**config.mk**
```make
export PLATFORM = sky130hd
export DESIGN_NAME = wb_commit_unit_flat
export DESIGN_NICKNAME = d
export VERILOG_FILES = /design/src/rtl/wb_commit_if.sv /design/src/rtl/wb_commit_unit.sv /design/src/flat_wrapper.sv
export SDC_FILE = /design/constraint.sdc
export NUM_CORES = 1
export LEC_CHECK = 0
export BUFFER_PORTS_ARGS = -buffer_cell sky130_fd_sc_hd__buf_4
export CORE_AREA = 3 3 120 122
export CTS_BUF_LIST = sky130_fd_sc_hd__clkbuf_8
export CTS_CLUSTER_SIZE = 20
export DETAILED_ROUTE_END_ITERATION = 8
export DIE_AREA = 0 0 123 125
export PLACE_DENSITY = 0.74
export SKIP_CTS_REPAIR_TIMING = 1
export SLEW_MARGIN = 20
export SYNTH_ARGS = -nofsm -noshare
export SYNTH_HDL_FRONTEND = slang
export SYNTH_SLANG_ARGS = --single-unit
```
**constraint.sdc**
```tcl
create_clock -name clk -period 2.12 [get_ports clk]
set_input_delay 0.424 -clock clk [delete_from_list [all_inputs] [get_ports clk]]
set_output_delay 0.424 -clock clk [all_outputs]
set_load 0.02 [all_outputs]
```
**src/rtl/wb_commit_if.sv**
```systemverilog
// MEM-latch to writeback bus: instruction fields in, register-file write port and forwarding bus out.
// slave is the commit stage, master is whatever drives the MEM latch and samples rf/fwd.
interface wb_commit_if #(
  parameter int DBITS     = 32,
  parameter int REGNOBITS = 4
);
  logic                 in_valid;
  logic [DBITS-1:0]     in_pc;
  logic [DBITS-1:0]     in_memaddr;
  logic [DBITS-1:0]     in_regval;
  logic [DBITS-1:0]     in_regval2;
  logic                 in_wr_mem;
  logic                 in_wr_reg;
  logic [REGNOBITS-1:0] in_wregno;
  logic                 in_halt;

  logic                 rf_we;
  logic [REGNOBITS-1:0] rf_wregno;
  logic [DBITS-1:0]     rf_wdata;
  logic                 fwd_valid;
  logic [REGNOBITS-1:0] fwd_regno;
  logic [DBITS-1:0]     fwd_data;

  modport slave (
    input  in_valid, in_pc, in_memaddr, in_regval, in_regval2,
           in_wr_mem, in_wr_reg, in_wregno, in_halt,
    output rf_we, rf_wregno, rf_wdata, fwd_valid, fwd_regno, fwd_data
  );

  modport master (
    output in_valid, in_pc, in_memaddr, in_regval, in_regval2,
           in_wr_mem, in_wr_reg, in_wregno, in_halt,
    input  rf_we, rf_wregno, rf_wdata, fwd_valid, fwd_regno, fwd_data
  );
endinterface

```
**src/rtl/wb_commit_unit.sv**
```systemverilog
// Writeback/commit stage: register-file write and forwarding, memory-mapped HEX/LEDR
// output registers, saturating retire counter and a sticky RUN/HALTED state machine.
module wb_commit_unit #(
  parameter int                     DBITS      = 32,
  parameter int                     REGNOBITS  = 4,
  parameter int                     HEX_DIGITS = 6,
  parameter logic [4*HEX_DIGITS-1:0] HEX_RESET = 24'hFEDEAD,
  parameter int                     LEDR_BITS  = 10,
  parameter logic [DBITS-1:0]       ADDR_HEX   = 32'hFFFFF000,
  parameter logic [DBITS-1:0]       ADDR_LEDR  = 32'hFFFFF020,
  parameter int                     CNT_BITS   = 32
) (
  input  logic                      clk,
  input  logic                      reset_n,
  wb_commit_if.slave                wb,
  output logic [4*HEX_DIGITS-1:0]   hex_out,
  output logic [LEDR_BITS-1:0]      ledr_out,
  output logic [CNT_BITS-1:0]       retire_cnt,
  output logic                      halted,
  output logic [DBITS-1:0]          halt_pc
);

  localparam logic [DBITS-1:0] ADDR_LEDR_SET = ADDR_LEDR + DBITS'(4);
  localparam logic [DBITS-1:0] ADDR_LEDR_CLR = ADDR_LEDR + DBITS'(8);

  typedef enum logic {RUN, HALTED} state_t;

  state_t                state_q, state_d;
  logic                  commit;
  logic                  rf_we_c;
  logic [LEDR_BITS-1:0]  store_ledr;
  logic [DBITS-1:0]      last_wb_value [2**REGNOBITS];
  logic                  unused_sink;

  function automatic logic [CNT_BITS-1:0] sat_inc(input logic [CNT_BITS-1:0] c);
    return (c == '1) ? c : c + CNT_BITS'(1);
  endfunction

  // Reset is folded into commit so nothing writes while reset_n is held low.
  always_comb begin
    commit  = 1'b0;
    state_d = state_q;
    if (reset_n && wb.in_valid && state_q == RUN) begin
      commit = 1'b1;
      if (wb.in_halt) state_d = HALTED;
    end
  end

  assign rf_we_c      = commit & wb.in_wr_reg & (wb.in_wregno != '0);
  assign wb.rf_we     = rf_we_c;
  assign wb.rf_wregno = wb.in_wregno;
  assign wb.rf_wdata  = wb.in_regval;
  assign wb.fwd_valid = rf_we_c;
  assign wb.fwd_regno = wb.in_wregno;
  assign wb.fwd_data  = wb.in_regval;

  assign store_ledr = wb.in_regval2[LEDR_BITS-1:0];
  assign halted     = (state_q == HALTED);

  // Architectural state: everything updates only on a committing instruction.
  always_ff @(posedge clk or negedge reset_n) begin
    if (!reset_n) begin
      state_q    <= RUN;
      hex_out    <= HEX_RESET;
      ledr_out   <= '0;
      retire_cnt <= '0;
      halt_pc    <= '0;
    end else begin
      state_q <= state_d;
      if (commit) begin
        retire_cnt <= sat_inc(retire_cnt);
        if (wb.in_halt) halt_pc <= wb.in_pc;
        if (wb.in_wr_mem) begin
          if (wb.in_memaddr == ADDR_HEX)
            hex_out <= wb.in_regval2[4*HEX_DIGITS-1:0];
          else if (wb.in_memaddr == ADDR_LEDR)
            ledr_out <= store_ledr;
          else if (wb.in_memaddr == ADDR_LEDR_SET)
            ledr_out <= ledr_out | store_ledr;
          else if (wb.in_memaddr == ADDR_LEDR_CLR)
            ledr_out <= ledr_out & ~store_ledr;
        end
      end
    end
  end

  // Debug shadow of the register file, visible to simulation only.
  always_ff @(posedge clk) begin
    if (rf_we_c) last_wb_value[wb.in_wregno] <= wb.in_regval;
  end

  assign unused_sink = ^{wb.in_regval2, last_wb_value[wb.in_wregno]};

endmodule
```
**src/flat_wrapper.sv**
```systemverilog
// flat-port wrapper written by rule: the top's interface ports become plain ports
module wb_commit_unit_flat 
#(
  parameter int                     DBITS      = 32,
  parameter int                     REGNOBITS  = 4,
  parameter int                     HEX_DIGITS = 6,
  parameter logic [4*HEX_DIGITS-1:0] HEX_RESET = 24'hFEDEAD,
  parameter int                     LEDR_BITS  = 10,
  parameter logic [DBITS-1:0]       ADDR_HEX   = 32'hFFFFF000,
  parameter logic [DBITS-1:0]       ADDR_LEDR  = 32'hFFFFF020,
  parameter int                     CNT_BITS   = 32
)
  (clk, reset_n, hex_out, ledr_out, retire_cnt, halted, halt_pc, wb_in_valid, wb_in_pc, wb_in_memaddr, wb_in_regval, wb_in_regval2, wb_in_wr_mem, wb_in_wr_reg, wb_in_wregno, wb_in_halt, wb_rf_we, wb_rf_wregno, wb_rf_wdata, wb_fwd_valid, wb_fwd_regno, wb_fwd_data);
  wb_commit_if #(.DBITS(DBITS), .REGNOBITS(REGNOBITS)) wb_i ();
  input  logic clk;
  input  logic reset_n;
  output logic [4*HEX_DIGITS-1:0] hex_out;
  output logic [LEDR_BITS-1:0] ledr_out;
  output logic [CNT_BITS-1:0] retire_cnt;
  output logic halted;
  output logic [DBITS-1:0] halt_pc;
  input wire logic [$bits(wb_i.in_valid)-1:0] wb_in_valid;
  input wire logic [$bits(wb_i.in_pc)-1:0] wb_in_pc;
  input wire logic [$bits(wb_i.in_memaddr)-1:0] wb_in_memaddr;
  input wire logic [$bits(wb_i.in_regval)-1:0] wb_in_regval;
  input wire logic [$bits(wb_i.in_regval2)-1:0] wb_in_regval2;
  input wire logic [$bits(wb_i.in_wr_mem)-1:0] wb_in_wr_mem;
  input wire logic [$bits(wb_i.in_wr_reg)-1:0] wb_in_wr_reg;
  input wire logic [$bits(wb_i.in_wregno)-1:0] wb_in_wregno;
  input wire logic [$bits(wb_i.in_halt)-1:0] wb_in_halt;
  output wire logic [$bits(wb_i.rf_we)-1:0] wb_rf_we;
  output wire logic [$bits(wb_i.rf_wregno)-1:0] wb_rf_wregno;
  output wire logic [$bits(wb_i.rf_wdata)-1:0] wb_rf_wdata;
  output wire logic [$bits(wb_i.fwd_valid)-1:0] wb_fwd_valid;
  output wire logic [$bits(wb_i.fwd_regno)-1:0] wb_fwd_regno;
  output wire logic [$bits(wb_i.fwd_data)-1:0] wb_fwd_data;
  assign wb_i.in_valid = wb_in_valid;
  assign wb_i.in_pc = wb_in_pc;
  assign wb_i.in_memaddr = wb_in_memaddr;
  assign wb_i.in_regval = wb_in_regval;
  assign wb_i.in_regval2 = wb_in_regval2;
  assign wb_i.in_wr_mem = wb_in_wr_mem;
  assign wb_i.in_wr_reg = wb_in_wr_reg;
  assign wb_i.in_wregno = wb_in_wregno;
  assign wb_i.in_halt = wb_in_halt;
  assign wb_rf_we = wb_i.rf_we;
  assign wb_rf_wregno = wb_i.rf_wregno;
  assign wb_rf_wdata = wb_i.rf_wdata;
  assign wb_fwd_valid = wb_i.fwd_valid;
  assign wb_fwd_regno = wb_i.fwd_regno;
  assign wb_fwd_data = wb_i.fwd_data;
  wb_commit_unit #(.DBITS(DBITS), .REGNOBITS(REGNOBITS), .HEX_DIGITS(HEX_DIGITS), .HEX_RESET(HEX_RESET), .LEDR_BITS(LEDR_BITS), .ADDR_HEX(ADDR_HEX), .ADDR_LEDR(ADDR_LEDR), .CNT_BITS(CNT_BITS)) u_core (.clk(clk), .reset_n(reset_n), .wb(wb_i), .hex_out(hex_out), .ledr_out(ledr_out), .retire_cnt(retire_cnt), .halted(halted), .halt_pc(halt_pc));
endmodule
```
==> flow_metrics.tcl <==
set metrics [dict create \
    status "finished, final reports clean" \
    setup_total_negative_slack_ns 0 \
    groute.layer.met2.usage_pct 27.8 \
    grt_pass1_wl_um 19400 \
    synthesized_nets 531 \
    cts_max_path_buffers 2 \
    grt-ovfl-total 0 \
    cap_viol_max_count 0 \
    cts_root_buf "sky130_fd_sc_hd__clkbuf_8" \
    crit_fanout 6 \
    worst-setup-path-type "reg -> reg" \
    clk_pin_slew_worst_paths_ns 0.10 \
    dpl.cell_count 714 \
    finalSetupViolCount 0 \
    ys_ff_latch 99 \
    post_synth.cell_area_avg_sq_um 12.5 \
    layout-drive-gt1-share_pct 58.5 \
    drcViolationCount 0 \
    unrepaired_setup_endpoints_after_global_routing "false" \
    worst_margin_slew_ns 0.853 \
    hold_path_class "in -> async" \
    area_taken_by_multi_input_logic_gates_sq_mm 0.00183 \
    regToRegEndpoint "u_core.retire_cnt[7]" \
    place.port_buffers 206 \
    synth_cells 392 \
    clock_insertion_delay_worst_skew_ns 0.37 \
    clock-skew-final_ns 0.0132 \
    critical_path.endpoint_type "register" \
    post_synth_instance_area_sq_mm 0.00489 \
    r2r_setup_slack_ns 0.11 \
    timing.final.crit_share_pct 94.6 \
    critical_path.slowest_cell "sky130_fd_sc_hd__or3_1" \
    tritoncts "built" \
    fraction_of_met3_tracks_used_by_global_routing_pct 5.42 \
    drt_first_pass_iters 4 \
    filler_cell_count 1204 \
    timing.final.ws_setup_ns 0.114 \
    drt_first_iter_violations 159 \
    via_count 3531 \
    slew_viol_final 0 \
    syn2layout_area_growth_pct 31.8 \
    power.ir.vdd_worst_uv 540 \
    slew_headroom_pct 43.2 \
    cp-endpoint "u_core.retire_cnt[7]" \
    final_net_count 688 \
    yosysSeqAreaShare_pct 51.1 \
    gp_congestion 0.808 \
    power_density_mw_per_mm2 811 \
    ys_dominant_reg_cell "sky130_fd_sc_hd__dfrtp_1" \
    first_global_vias 3717 \
    worstReg2RegStart "u_core.retire_cnt[10]" \
    groute.usage.overall_pct 16.1 \
    achievable-frequency_mhz 498 \
    top_usage_layer "met2" \
    cts_inserted_buffers 9 \
    core.rowCount 42 \
    fp.coreArea_sq_mm 0.0133 \
    cpPeakStageDelay_ns 0.53 \
    antenna_found_initial 0 \
    final_antenna_net_count 0 \
    req_time_crit_path_ns 2.37 \
    routed_wire_length_per_instance_um 17.6 \
    cts.sink_count 99 \
    die_width_um 123 \
    setup.worst_path.start "u_core.retire_cnt[10]" \
    synth_enable_flop_cells 0 \
    timing.critical_path.cells "nand2_1 > or3_1 > o31a_1 > and3_1 > xor2_1" \
    htree_num_levels 3 \
    fin_util_pct 48.5 \
    post-dp-hpwl_um 10100 \
    min_period_ns 2.01 \
    effective_utilization_at_floorplan_pct 36.8 \
    antenna-diode-count 0 \
    r2r_cells 5 \
    async_reset_ff_share_pct 100 \
    ff_latch_area_sq_mm 0.00250 \
    place_worst_setup_slack_ns -0.250 \
    globalRouteMet1Util_pct 18.3 \
    routed_wl_um 12800 \
    ys_warn_count 0 \
    io-pin-count 311 \
    timing.critical_path.arrival_ns 2.26 \
    vias_per_cell 4.84 \
    grt_max_degree 67 \
    die_height_um 125 \
    dieArea_sq_mm 0.0154 \
    synth.distinct_cells 45 \
    number_of_failing_hold_endpoints_at_the_final_stage 0 \
    setup.worst_path.start_class "register" \
    final_cells 730 \
    cellLeakagePower_nw 3.34 \
    fin_hold_ws_ns 0.0981 \
]
==> worst min-delay path by stage <==
stage,endpoint,slack [ns],cells past startpoint
3_5_place_dp,u_core.retire_cnt[30],0.48,1
3_3_place_gp,u_core.retire_cnt[30],0.48,1
4_1_cts,u_core.retire_cnt[24],0.08,2
5_1_grt,u_core.retire_cnt[20],0.10,2
6_report,u_core.retire_cnt[18],0.1,2
2_1_floorplan,asynchronous set/reset pin,0.13,0
==> power breakdown <==
part           total [W]  internal (W)  switching (W)
Sequential       0.00238       0.00219       0.000198
Combinational    0.00151      0.000753       0.000756
Clock            0.00134      0.000663       0.000672
==> cells in the mapped netlist, types with 4 or more instances <==
library cell | number | area [sq um]
sky130_fd_sc_hd__and3_1 | 4 | 25.0
sky130_fd_sc_hd__dfstp_2 | 18 | 473
sky130_fd_sc_hd__nor2_1 | 15 | 56.3
sky130_fd_sc_hd__o21bai_1 | 10 | 75.1
sky130_fd_sc_hd__xnor2_1 | 6 | 52.6
sky130_fd_sc_hd__nand3_1 | 10 | 50.1
sky130_fd_sc_hd__nand2_1 | 14 | 52.6
sky130_fd_sc_hd__buf_4 | 73 | 548
sky130_fd_sc_hd__a22o_1 | 10 | 87.6
sky130_fd_sc_hd__or3_1 | 4 | 25.0
sky130_fd_sc_hd__xor2_1 | 23 | 201
sky130_fd_sc_hd__dfrtp_1 | 81 | 2030
sky130_fd_sc_hd__nand4_1 | 14 | 87.6
sky130_fd_sc_hd__nor3_1 | 10 | 50.1
sky130_fd_sc_hd__mux2_4 | 20 | 300
sky130_fd_sc_hd__mux2_2 | 37 | 417
==> through the flow <==
step	cell area, sq um	total power (W)
detailed placement	6210	0.00395
global placement	6210	0.00390
CTS	6430	0.00531
global route	6450	0.00550
floorplan	4890	0.00329
finish	6450	0.00523
==> area by class of cell <==
class	count	area share [%]
clock buffer	9	1.92
clock inverter	7	1.44
inverter	1	0.0582
multi-input combinational	214	28.3
sequential	99	38.8
tap	176	3.41
timing repair buffer	224	26.1
==> worst max-delay path: cells and delay by family, from the launching register on <==
kind / cells / cell delay [ns]
flip-flops: 1 / 0.43
XOR/XNOR: 1 / 0.15
AO/OA/AOI/OAI: 1 / 0.40
AND/OR/NAND/NOR: 3 / 0.91
==> kinds of logic (layout without fill, tap and decap cells) <==
family | after synthesis | after routing | share of synthesized area [%]
xor gates and xnor gates | 29 | 29 | 5.19
DFF | 99 | 99 | 51.1
muxes | 57 | 57 | 14.7
adders and majority gates | 1 | 1 | 0.256
buffers and inverters | 79 | 241 | 12.0
and+or+nand+nor | 101 | 101 | 12.5
AOI/OAI and AO/OA | 26 | 26 | 4.37
==> layer usage <==
layer / vias to the layer above / wire [um]
met5: - / 0
met4: 0 / 214
met3: 18 / 1200
met2: 175 / 6600
met1: 1717 / 4820
li1: 1621 / -
==> placed cells by master, fill, tap and decap left out, types with 14 or more instances in the layout <==
master,instances
sky130_fd_sc_hd__nand4_1,14
sky130_fd_sc_hd__mux2_4,20
sky130_fd_sc_hd__xor2_1,23
sky130_fd_sc_hd__nor2_1,15
sky130_fd_sc_hd__mux2_2,37
sky130_fd_sc_hd__buf_4,224
sky130_fd_sc_hd__dfstp_2,18
sky130_fd_sc_hd__nand2_1,14
sky130_fd_sc_hd__dfrtp_1,81
Power figures use the tool's default switching activity.
